File: src/rtl/syscall_reader.sv
// syscall_reader: input-side syscall unit. Consumes a byte stream over a
// valid/ready handshake and assembles a signed or unsigned decimal integer,
// or a packed string of 4/8/12/16 characters, into rd0..rd3.
module syscall_reader #(
    parameter int         SYSCALL_ID = 26,
    parameter logic [7:0] TERM       = 8'h0A
) (
    input  logic        clk,
    input  logic        reset,
    input  logic        start,
    input  logic [31:0] ID,
    input  logic [31:0] rs,
    input  logic [7:0]  in_data,
    input  logic        in_valid,
    output logic        in_ready,
    output logic [31:0] rd0,
    output logic [31:0] rd1,
    output logic [31:0] rd2,
    output logic [31:0] rd3,
    output logic        busy,
    output logic        done,
    output logic        err
);

    localparam logic [2:0] S_IDLE       = 3'd0;
    localparam logic [2:0] S_INT_SIGN   = 3'd1;
    localparam logic [2:0] S_INT_DIGITS = 3'd2;
    localparam logic [2:0] S_STR        = 3'd3;
    localparam logic [2:0] S_FIN        = 3'd4;

    localparam logic [7:0] CH_MINUS = 8'h2D;
    localparam logic [7:0] CH_SPACE = 8'h20;
    localparam logic [7:0] CH_ZERO  = 8'h30;
    localparam logic [7:0] CH_NINE  = 8'h39;

    logic [2:0]  state;
    logic [31:0] acc;
    logic        neg;
    logic        seen_digit;
    logic [3:0]  idx;       // byte index within the string request
    logic [3:0]  last_idx;  // 4N-1 for an N-word string request

    logic        req_ok;
    logic        take;
    logic        is_digit;
    logic        is_sep;
    logic        str_end;
    logic [7:0]  digit;
    logic [31:0] acc_next;
    logic [31:0] acc_signed;
    logic [4:0]  byte_lo;

    // Decode the request, the handshake and the byte class.
    always_comb begin
        // NOTE: every always_comb output gets a default first so no latch is inferred.
        req_ok     = 1'b0;
        digit      = in_data - CH_ZERO;
        is_digit   = (in_data >= CH_ZERO) && (in_data <= CH_NINE);
        is_sep     = (in_data == TERM) || (in_data == CH_SPACE);
        str_end    = (in_data == TERM) || (in_data == 8'h00);
        acc_next   = (acc * 32'd10) + {24'd0, digit};
        acc_signed = neg ? (~acc + 32'd1) : acc;
        // Byte k of a word lands at bits [31-8*(k%4) -: 8]; ~k[1:0] is 3-k%4.
        byte_lo    = {~idx[1:0], 3'b000};
        take       = in_valid && in_ready;
        if (start && (ID == 32'(SYSCALL_ID)) &&
            ((rs == 32'd9) || (rs == 32'd11) || ((rs >= 32'd12) && (rs <= 32'd15))))
            req_ok = 1'b1;
    end

    assign in_ready = (state == S_INT_SIGN) || (state == S_INT_DIGITS) || (state == S_STR);
    assign busy     = in_ready;
    assign done     = (state == S_FIN);

    // Request FSM, integer accumulator, string packer and result registers.
    always_ff @(posedge clk or posedge reset) begin
        if (reset) begin
            state      <= S_IDLE;
            acc        <= 32'd0;
            neg        <= 1'b0;
            seen_digit <= 1'b0;
            idx        <= 4'd0;
            last_idx   <= 4'd0;
            rd0        <= 32'd0;
            rd1        <= 32'd0;
            rd2        <= 32'd0;
            rd3        <= 32'd0;
            err        <= 1'b0;
        end else begin
            // NOTE: sequential state uses non-blocking assignments so every
            // register samples the pre-edge values of its peers.
            case (state)
                S_IDLE: begin
                    if (req_ok) begin
                        rd0        <= 32'd0;
                        rd1        <= 32'd0;
                        rd2        <= 32'd0;
                        rd3        <= 32'd0;
                        err        <= 1'b0;
                        acc        <= 32'd0;
                        neg        <= 1'b0;
                        seen_digit <= 1'b0;
                        idx        <= 4'd0;
                        last_idx   <= {rs[1:0], 2'b11};
                        if (rs == 32'd9)
                            state <= S_INT_SIGN;
                        else if (rs == 32'd11)
                            state <= S_INT_DIGITS;
                        else
                            state <= S_STR;
                    end
                end

                S_INT_SIGN, S_INT_DIGITS: begin
                    if (take) begin
                        if ((state == S_INT_SIGN) && (in_data == CH_MINUS)) begin
                            neg   <= 1'b1;
                            state <= S_INT_DIGITS;
                        end else if (is_digit) begin
                            acc        <= acc_next;
                            seen_digit <= 1'b1;
                            state      <= S_INT_DIGITS;
                        end else begin
                            state <= S_FIN;
                            if (is_sep && seen_digit) begin
                                rd0 <= acc_signed;
                                err <= 1'b0;
                            end else begin
                                rd0 <= 32'd0;
                                err <= 1'b1;
                            end
                        end
                    end
                end

                S_STR: begin
                    if (take) begin
                        if (str_end) begin
                            state <= S_FIN;
                        end else begin
                            case (idx[3:2])
                                2'd0:    rd0[byte_lo +: 8] <= in_data;
                                2'd1:    rd1[byte_lo +: 8] <= in_data;
                                2'd2:    rd2[byte_lo +: 8] <= in_data;
                                default: rd3[byte_lo +: 8] <= in_data;
                            endcase
                            if (idx == last_idx)
                                state <= S_FIN;
                            else
                                idx <= idx + 4'd1;
                        end
                    end
                end

                S_FIN:   state <= S_IDLE;
                default: state <= S_IDLE;
            endcase
        end
    end

endmodule

File: config.mk
export PLATFORM = sky130hd
export DESIGN_NAME = syscall_reader
export DESIGN_NICKNAME = d
export VERILOG_FILES = /design/src/rtl/syscall_reader.sv
export SDC_FILE = /design/constraint.sdc
export NUM_CORES = 1
export LEC_CHECK = 0
export CORE_ASPECT_RATIO = 0.8
export CORE_MARGIN = 5
export CORE_UTILIZATION = 39
export CTS_CLUSTER_SIZE = 40
export DETAILED_ROUTE_END_ITERATION = 16
export HOLD_SLACK_MARGIN = 0.03
export PLACE_DENSITY = 0.69
export RECOVER_POWER = 100
export SETUP_SLACK_MARGIN = 0.3
export SLEW_MARGIN = 20
export SYNTH_ARGS = -nofsm -noshare
export SYNTH_HDL_FRONTEND = slang
export SYNTH_SLANG_ARGS = --single-unit
File: constraint.sdc
create_clock -name clk -period 10 [get_ports clk]
set_input_delay 3 -clock clk [delete_from_list [all_inputs] [get_ports clk]]
set_output_delay 3 -clock clk [all_outputs]
set_load 0.005 [all_outputs]
; Word level (Yosys, flattened, before mapping)
; Index checks and enable logic that the tools add are counted.
[word_totals]
elab_cells = 142
output_inout_bits = 132
ff_bits = 174
in_bits = 76
[classes]
muxes = 59
magnitude_cmp = 4
n_mul = 1
n_addsub = 5
shift = 2
reduce_logical = 31
n_bitwise = 2
n_eq_ne = 27
[op_table]
columns = cell, n
row1 = 2-to-1 mux 32 bit, 21
row2 = case mux 32 bit (2 select lines), 4
row3 = bitwise mux 32 bit, 4
row4 = case mux 32 bit (3 select lines), 1
row5 = "== test 32 x 4 -> 1 bit, second input constant", 2
row6 = "adder 32 x 1 -> 32 bit, second input constant", 1
row7 = adder 32 x 8 -> 32 bit, 1
row8 = "== test 32 x 5 -> 1 bit, second input constant", 1
row9 = "greater-or-equal comparator 32 x 4 -> 1 bit, second input constant", 1
row10 = "less-or-equal comparator 32 x 4 -> 1 bit, second input constant", 1
row11 = "multiplier 32 x 3 -> 31 bit, second input constant", 1
row12 = inverter 32 bit, 1
row13 = "variable shift 8 x 7 -> 32 bit, first input constant", 1
row14 = indexed part select 8 x 7 -> 32 bit, 1
row15 = AND reduction 5 bit, 6
row16 = 2-to-1 mux 3 bit, 7
row17 = "inequality test 2 bit, second input constant", 10
row18 = "== test 8 x 6 -> 1 bit, second input constant", 2
row19 = 2-to-1 mux 4 bit, 4
row20 = 2-to-1 mux 1 bit, 12
row21 = case mux 3 bit (3 select lines), 1
row22 = "== test 8 x 4 -> 1 bit, second input constant", 1
row23 = "greater-or-equal comparator 8 x 6 -> 1 bit, second input constant", 1
row24 = "less-or-equal comparator 8 x 6 -> 1 bit, second input constant", 1
row25 = other kinds (27), 45

; Logic depth before layout (Yosys ltp)
[depth]
depth_word = 8
mapped_depth = 13
mapped_depth_nobuf = 13

; Worst setup path after synthesis
; OpenSTA, ideal clock, no wires.
[synth_path]
kind = in2reg
startpoint = in in_data[1]
endpoint = reg acc[29]
required_time_ns = 9.931
setup_time_ns = 0.069
slack_ns = 4.662
path_buffers = 0
arrival_ns = 5.269
cell_stages = 12
cell_sequence = ha_1 inv_1 fa_1 nor2b_1 o21ai_0 nand2_1 and2_1 o311a_1 nor4b_4 nand2_1 or4b_1 nand3_1
[synth_between]
elab_chain_len = 6
elab_cells_between_ends = 14
classes_between = add/sub (2) / order compare (2) / eq/ne (3) / mux (4) / reduce/logical (3)
[synth_lines]
columns = item, line
row1 = start: declaration, 13  ; input logic [7:0] in_data,
row2 = subtractor 8 x 6 -> 8 bit, 57  ; digit = in_data - CH_ZERO;
row3 = adder 32 x 8 -> 32 bit, 61  ; acc_next = (acc * 32'd10) + {24'd0, digit};
row4 = 2-to-1 mux 32 bit, 119  ; end else if (is_digit) begin
row5 = 2-to-1 mux 32 bit, 116  ; if ((state == S_INT_SIGN) && (in_data == CH_MINUS)) begin
row6 = 2-to-1 mux 32 bit, 115  ; if (take) begin
row7 = case mux 32 bit (2 select lines), 92  ; case (state)
row8 = end signal: assignment, 120  ; acc <= acc_next;
row9 = end: declaration, 37  ; logic [31:0] acc;
; Several ways; a longest one is shown, not always the timed one. The select of a mux whose other input is x is not followed.
; A chain may end at the register's enable or synchronous reset.

; Worst setup path after layout
[layout_path]
startpoint = in ID[20]
endpoint = reg rd0[23]
[layout_between]
elab_chain_len = 6
[layout_lines]
columns = item, line
row1 = start: declaration, 11  ; input logic [31:0] ID,
row2 = == test 32 x 5 -> 1 bit, 66  ; if (start && (ID == 32'(SYSCALL_ID)) &&
row3 = logical AND 1 bit (2 in a row), 66
row4 = 2-to-1 mux 1 bit, 66
row5 = inequality test 2 bit (no source line), --
row6 = AND reduction 8 bit (no source line), --
row7 = end signal: assignment, 126  ; rd0 <= acc_signed;
row8 = end signal: indexed assignment, 142  ; 2'd0: rd0[byte_lo +: 8] <= in_data;
row9 = end: declaration, 16  ; output logic [31:0] rd0,
; No other way between the ends.

==> impl_summary.md <==
Clocking
Clock tree synthesis selected as its root buffer the cell sky130_fd_sc_hd__clkbuf_16. In this run the deepest clock path goes through 2 buffers. In this run the number of H-tree levels came out at 4.

The hold buffer count at cts is 0. After clock tree synthesis, the clock-pin slew on the worst setup and hold paths is 0.07 ns. The clock tree from TritonCTS is done. The later pin in the worst-skew pair is clocked with a latency of 0.44 ns. In this run, CTS created clock tree buffers numbering 17. Clock tree synthesis found a total of 173 sinks.

The number of gates resized after CTS was 0. Once the clock tree was built, the setup fixing pass inserted 0 buffers.

Global route
The initial antenna violation count was 4. The total global routing overflow is 0. The via count of the first global-routing pass came to 9424. The global-route wire length before repair is 54200 um. For this run, the total global-route usage over all layers was measured as 0.211. The largest net degree at the start of global routing is 105.

Drt
Dividing the detail-routed via count by the number of cells gives 5.70. In this run, the number of DRC markers left after iteration 0 of detailed routing was 763. The count of nets left with antenna violations after detail routing is 0. For this block, the routed nets add up to 34600 um of wire. Summing over every cut layer, the via total after detailed routing is 9766.

After detailed routing, the number of remaining DRC violations is 0. Dividing the detail-routed wire length by the instance count gives 20.2 um. The pre-antenna-repair detailed-routing pass consisted of 5 iterations.

Place
In this run the tool buffered the top-level ports with 207 buffer cells. The final HPWL from detailed placement is 26600 um. The last weighted congestion value of the routability-driven placer is 0.911.

Worst setup path
The worst endpoint data arrival time is 8.00 ns. In this design, the critical path's most frequently occurring cell is sky130_fd_sc_hd__nor4_1. Walking the worst path, the cells encountered are dlygate4sd3_1, nor4_1, nand2_1, nor4_1, a31oi_1, or3_1, nor4_1, o21ai_0, a22o_1. The required time of the worst setup path is 10.33 ns. The number of buffer and inverter instances along the worst setup path is 1. In this run the register-to-register setup slack is 5.35 ns.

Along the worst path, the maximum fanout reaches 16. STA classifies the critical path startpoint as an input pin. The critical path capture point type is a flip-flop.

On the worst path, the slowest cell contributes a delay of 1.61 ns. The worst setup path category is input pin to flip-flop. The cell with the largest stage delay on the worst path is sky130_fd_sc_hd__nor4_1. The family of cells with the greatest summed delay on the critical path is simple AND/OR/NAND/NOR gates.

Layout
Measured on the finished design, the core utilization comes to 0.498. The number of nets in the final layout is 1478. The library cells used most frequently in the layout, excluding fill and tap cells, are sky130_fd_sc_hd__dfrtp_1 (173), sky130_fd_sc_hd__nand2_1 (141), sky130_fd_sc_hd__dlygate4sd3_1 (137), sky130_fd_sc_hd__mux2_2 (98), sky130_fd_sc_hd__nor2_1 (88). The share of layout cells above drive strength 1 is 0.115. The most common library cell in the layout ignoring fill and taps is sky130_fd_sc_hd__dfrtp_1. The area overhead of the layout relative to synthesis is 26.2%. Fill cells in the final layout number 2564.

Die
The die area is 32000 um2. The floorplan core area is 28200 um2. The die outline height is 161 um.

The horizontal extent of the die is 199 um. The total I/O pin count is 208. The floorplan row count is 55.

The initial utilization of the core area, before any placement, comes to 0.394.

Power and ir drop
Summed over all cells, the static leakage comes to 0.00697 uW. The total power of the final layout is 2910 uW. Across the VDD grid, the largest voltage drop is 0.172 mV.

In this run the power density over the cells is 207 nW/um2.

Synthesis
The average cell area after synthesis is 9.74 um2. Counting every net in the synthesized netlist gives 1290. Summing every instance area after synthesis gives 11100 um2.

The Yosys step of the flow raised 0 warnings. The proportion of synthesized chip area in sequential cells is 0.389. In this run, synthesis inferred 0 flip-flops with an integrated enable. The number of distinct library cells after synthesis is 82. Synthesis produced a netlist whose cell count is 1142. Counting flops and latches in the post-synthesis netlist gives 173. In the synthesized netlist the async set-or-reset flop fraction comes to 1.00. The most used flip-flop cell after synthesis is sky130_fd_sc_hd__dfrtp_1.

STA
The number of setup violations in the final report is 0. The worst path needs 7.67 ns of the cycle, external delays included. Timing would allow up to 0.130 GHz. The sum of negative setup slack is 0 ns. At the pin with the least slew margin, the transition time is 4.67 ns. The final number of hold-violating endpoints is 0.

Setup repair after global routing left no endpoint under its margin. The final setup skew is 0.00829 ns. The count of pins over their slew limit is 122. The worst slew margin relative to its limit is -2.13. In the finished design, the share of the clock period the worst path needs comes to 0.767.

Outcome
The flow ran to the end, but the final reports show violations. The final reports fail on max-capacitance violations, max-slew violations.

Job
Max-cap violations in this run came to 2.

Worst hold path
The class of the worst hold path is flip-flop to flip-flop.
-- registers in the layout (all words and copies together), names as in the netlist --
signal and cells:
seen_digit 1, neg 1, idx 4, acc 32, state 3, rd3 32, err 1, rd0 32
last_idx 3, rd1 32, rd2 32
-- worst paths after layout --
path | start | endpoint | depth (start not counted)
max reg2reg | acc[1] | acc[29] | 12
min | rd0[2] | rd0[2] | 2
max | ID[20] | rd0[23] | 9
min reg2reg | rd0[2] | rd0[2] | 2
min in group asynchronous | reset | rd1[3] | 2
max in group asynchronous | reset | state[0] | 3
-- per-layer routing --
layer  global-route usage  share of wire
met1                0.313           0.46
met2                0.311           0.43
met3               0.0546          0.095
met4               0.0475          0.014
met5                    0        0.00058
-- layout make-up --
| cell class | count | area (um2) | share of cell area |
|---|---|---|---|
| inverters | 16 | 61.3 | 0.00436 |
| flip-flops and latches | 173 | 4330 | 0.308 |
| clock inverters | 8 | 130 | 0.00926 |
| well taps | 370 | 463 | 0.0330 |
| repair buffers | 211 | 2090 | 0.149 |
| diodes | 1 | 2.50 | 0.000178 |
| multi-input cells | 911 | 6490 | 0.462 |
| clock buffers | 24 | 482 | 0.0343 |
-- cells by family (layout without fill, tap and decap cells) --
group | after synthesis | after routing | share of synthesized area
adder cells (fa/ha/maj) | 73 | 73 | 0.0832
AO/OA/AOI/OAI | 232 | 232 | 0.139
flip-flops | 173 | 173 | 0.389
other | 0 | 1 | 0
XOR/XNOR | 78 | 78 | 0.0628
multiplexers | 102 | 102 | 0.103
buffers and inverters | 58 | 259 | 0.0223
AND/OR/NAND/NOR | 426 | 426 | 0.201
-- power breakdown --
group          internal (uW)  leakage [uW]  switching (uW)
clock network            415      0.000299             283
logic                    553       0.00427             793
registers                777       0.00240            90.2
-- stage by stage --
stage	hold slack (ns)	cells	area [um2]	setup slack [ns]
2_1_floorplan	0.447	1142	11100	2.31
3_3_place_gp	0.460	1680	13500	3.33
3_5_place_dp	0.462	1681	13500	3.33
4_1_cts	0.479	1713	14100	3.71
5_1_grt	0.484	1714	14000	1.80
6_report	0.471	1714	14000	2.33
-- synth_stat cells (3+ instances only) --
| library cell | number | area, um2 |
|---|---|---|
| sky130_fd_sc_hd__xnor2_1 | 38 | 333 |
| sky130_fd_sc_hd__inv_1 | 16 | 60.1 |
| sky130_fd_sc_hd__o21bai_1 | 9 | 67.6 |
| sky130_fd_sc_hd__nor2_1 | 77 | 289 |
| sky130_fd_sc_hd__a22o_1 | 10 | 87.6 |
| sky130_fd_sc_hd__nor3_1 | 21 | 105 |
| sky130_fd_sc_hd__dfrtp_1 | 173 | 4330 |
| sky130_fd_sc_hd__nor4b_1 | 5 | 43.8 |
| sky130_fd_sc_hd__or3_1 | 10 | 62.6 |
| sky130_fd_sc_hd__xor2_1 | 38 | 333 |
| sky130_fd_sc_hd__nor4_1 | 17 | 106 |
| sky130_fd_sc_hd__clkbuf_1 | 28 | 105 |
| sky130_fd_sc_hd__and4_1 | 5 | 43.8 |
| sky130_fd_sc_hd__buf_4 | 5 | 37.5 |
| sky130_fd_sc_hd__o41ai_1 | 7 | 61.3 |
| sky130_fd_sc_hd__o311ai_0 | 3 | 26.3 |
| sky130_fd_sc_hd__o21ai_0 | 75 | 375 |
| sky130_fd_sc_hd__nor4_4 | 3 | 63.8 |
| sky130_fd_sc_hd__or4_1 | 6 | 45.0 |
| sky130_fd_sc_hd__o21a_1 | 4 | 30.0 |
| sky130_fd_sc_hd__a21o_1 | 18 | 135 |
| sky130_fd_sc_hd__and2_1 | 36 | 225 |
| sky130_fd_sc_hd__nand2_1 | 142 | 533 |
| sky130_fd_sc_hd__o211ai_1 | 9 | 67.6 |
| sky130_fd_sc_hd__nand4_1 | 14 | 87.6 |
| sky130_fd_sc_hd__nand2b_1 | 7 | 43.8 |
| sky130_fd_sc_hd__nand3_1 | 31 | 155 |
| sky130_fd_sc_hd__mux2_2 | 99 | 1110 |
| sky130_fd_sc_hd__a211oi_1 | 5 | 37.5 |
| sky130_fd_sc_hd__ha_1 | 70 | 876 |
| sky130_fd_sc_hd__nor2_2 | 11 | 68.8 |
| sky130_fd_sc_hd__buf_2 | 9 | 45.0 |
| sky130_fd_sc_hd__mux2i_1 | 3 | 30.0 |
| sky130_fd_sc_hd__a21oi_1 | 30 | 150 |
| sky130_fd_sc_hd__nor2b_1 | 8 | 50.1 |
| sky130_fd_sc_hd__and3_1 | 9 | 56.3 |
| sky130_fd_sc_hd__o31ai_1 | 10 | 75.1 |
| sky130_fd_sc_hd__o21ai_1 | 13 | 65.1 |
| sky130_fd_sc_hd__a31oi_1 | 6 | 37.5 |
| sky130_fd_sc_hd__nor4_2 | 3 | 37.5 |
| sky130_fd_sc_hd__or2_2 | 4 | 25.0 |
-- worst reg2reg max path, delay by kind of cell, from the launching register on --
kind	cells	cell delay [ns]
flip-flops	1	0.47
AO/OA/AOI/OAI	3	0.77
XOR/XNOR	1	0.28
AND/OR/NAND/NOR	5	2.07
adder cells (fa/ha/maj)	3	1.00
(Power assumes the default switching activity.)
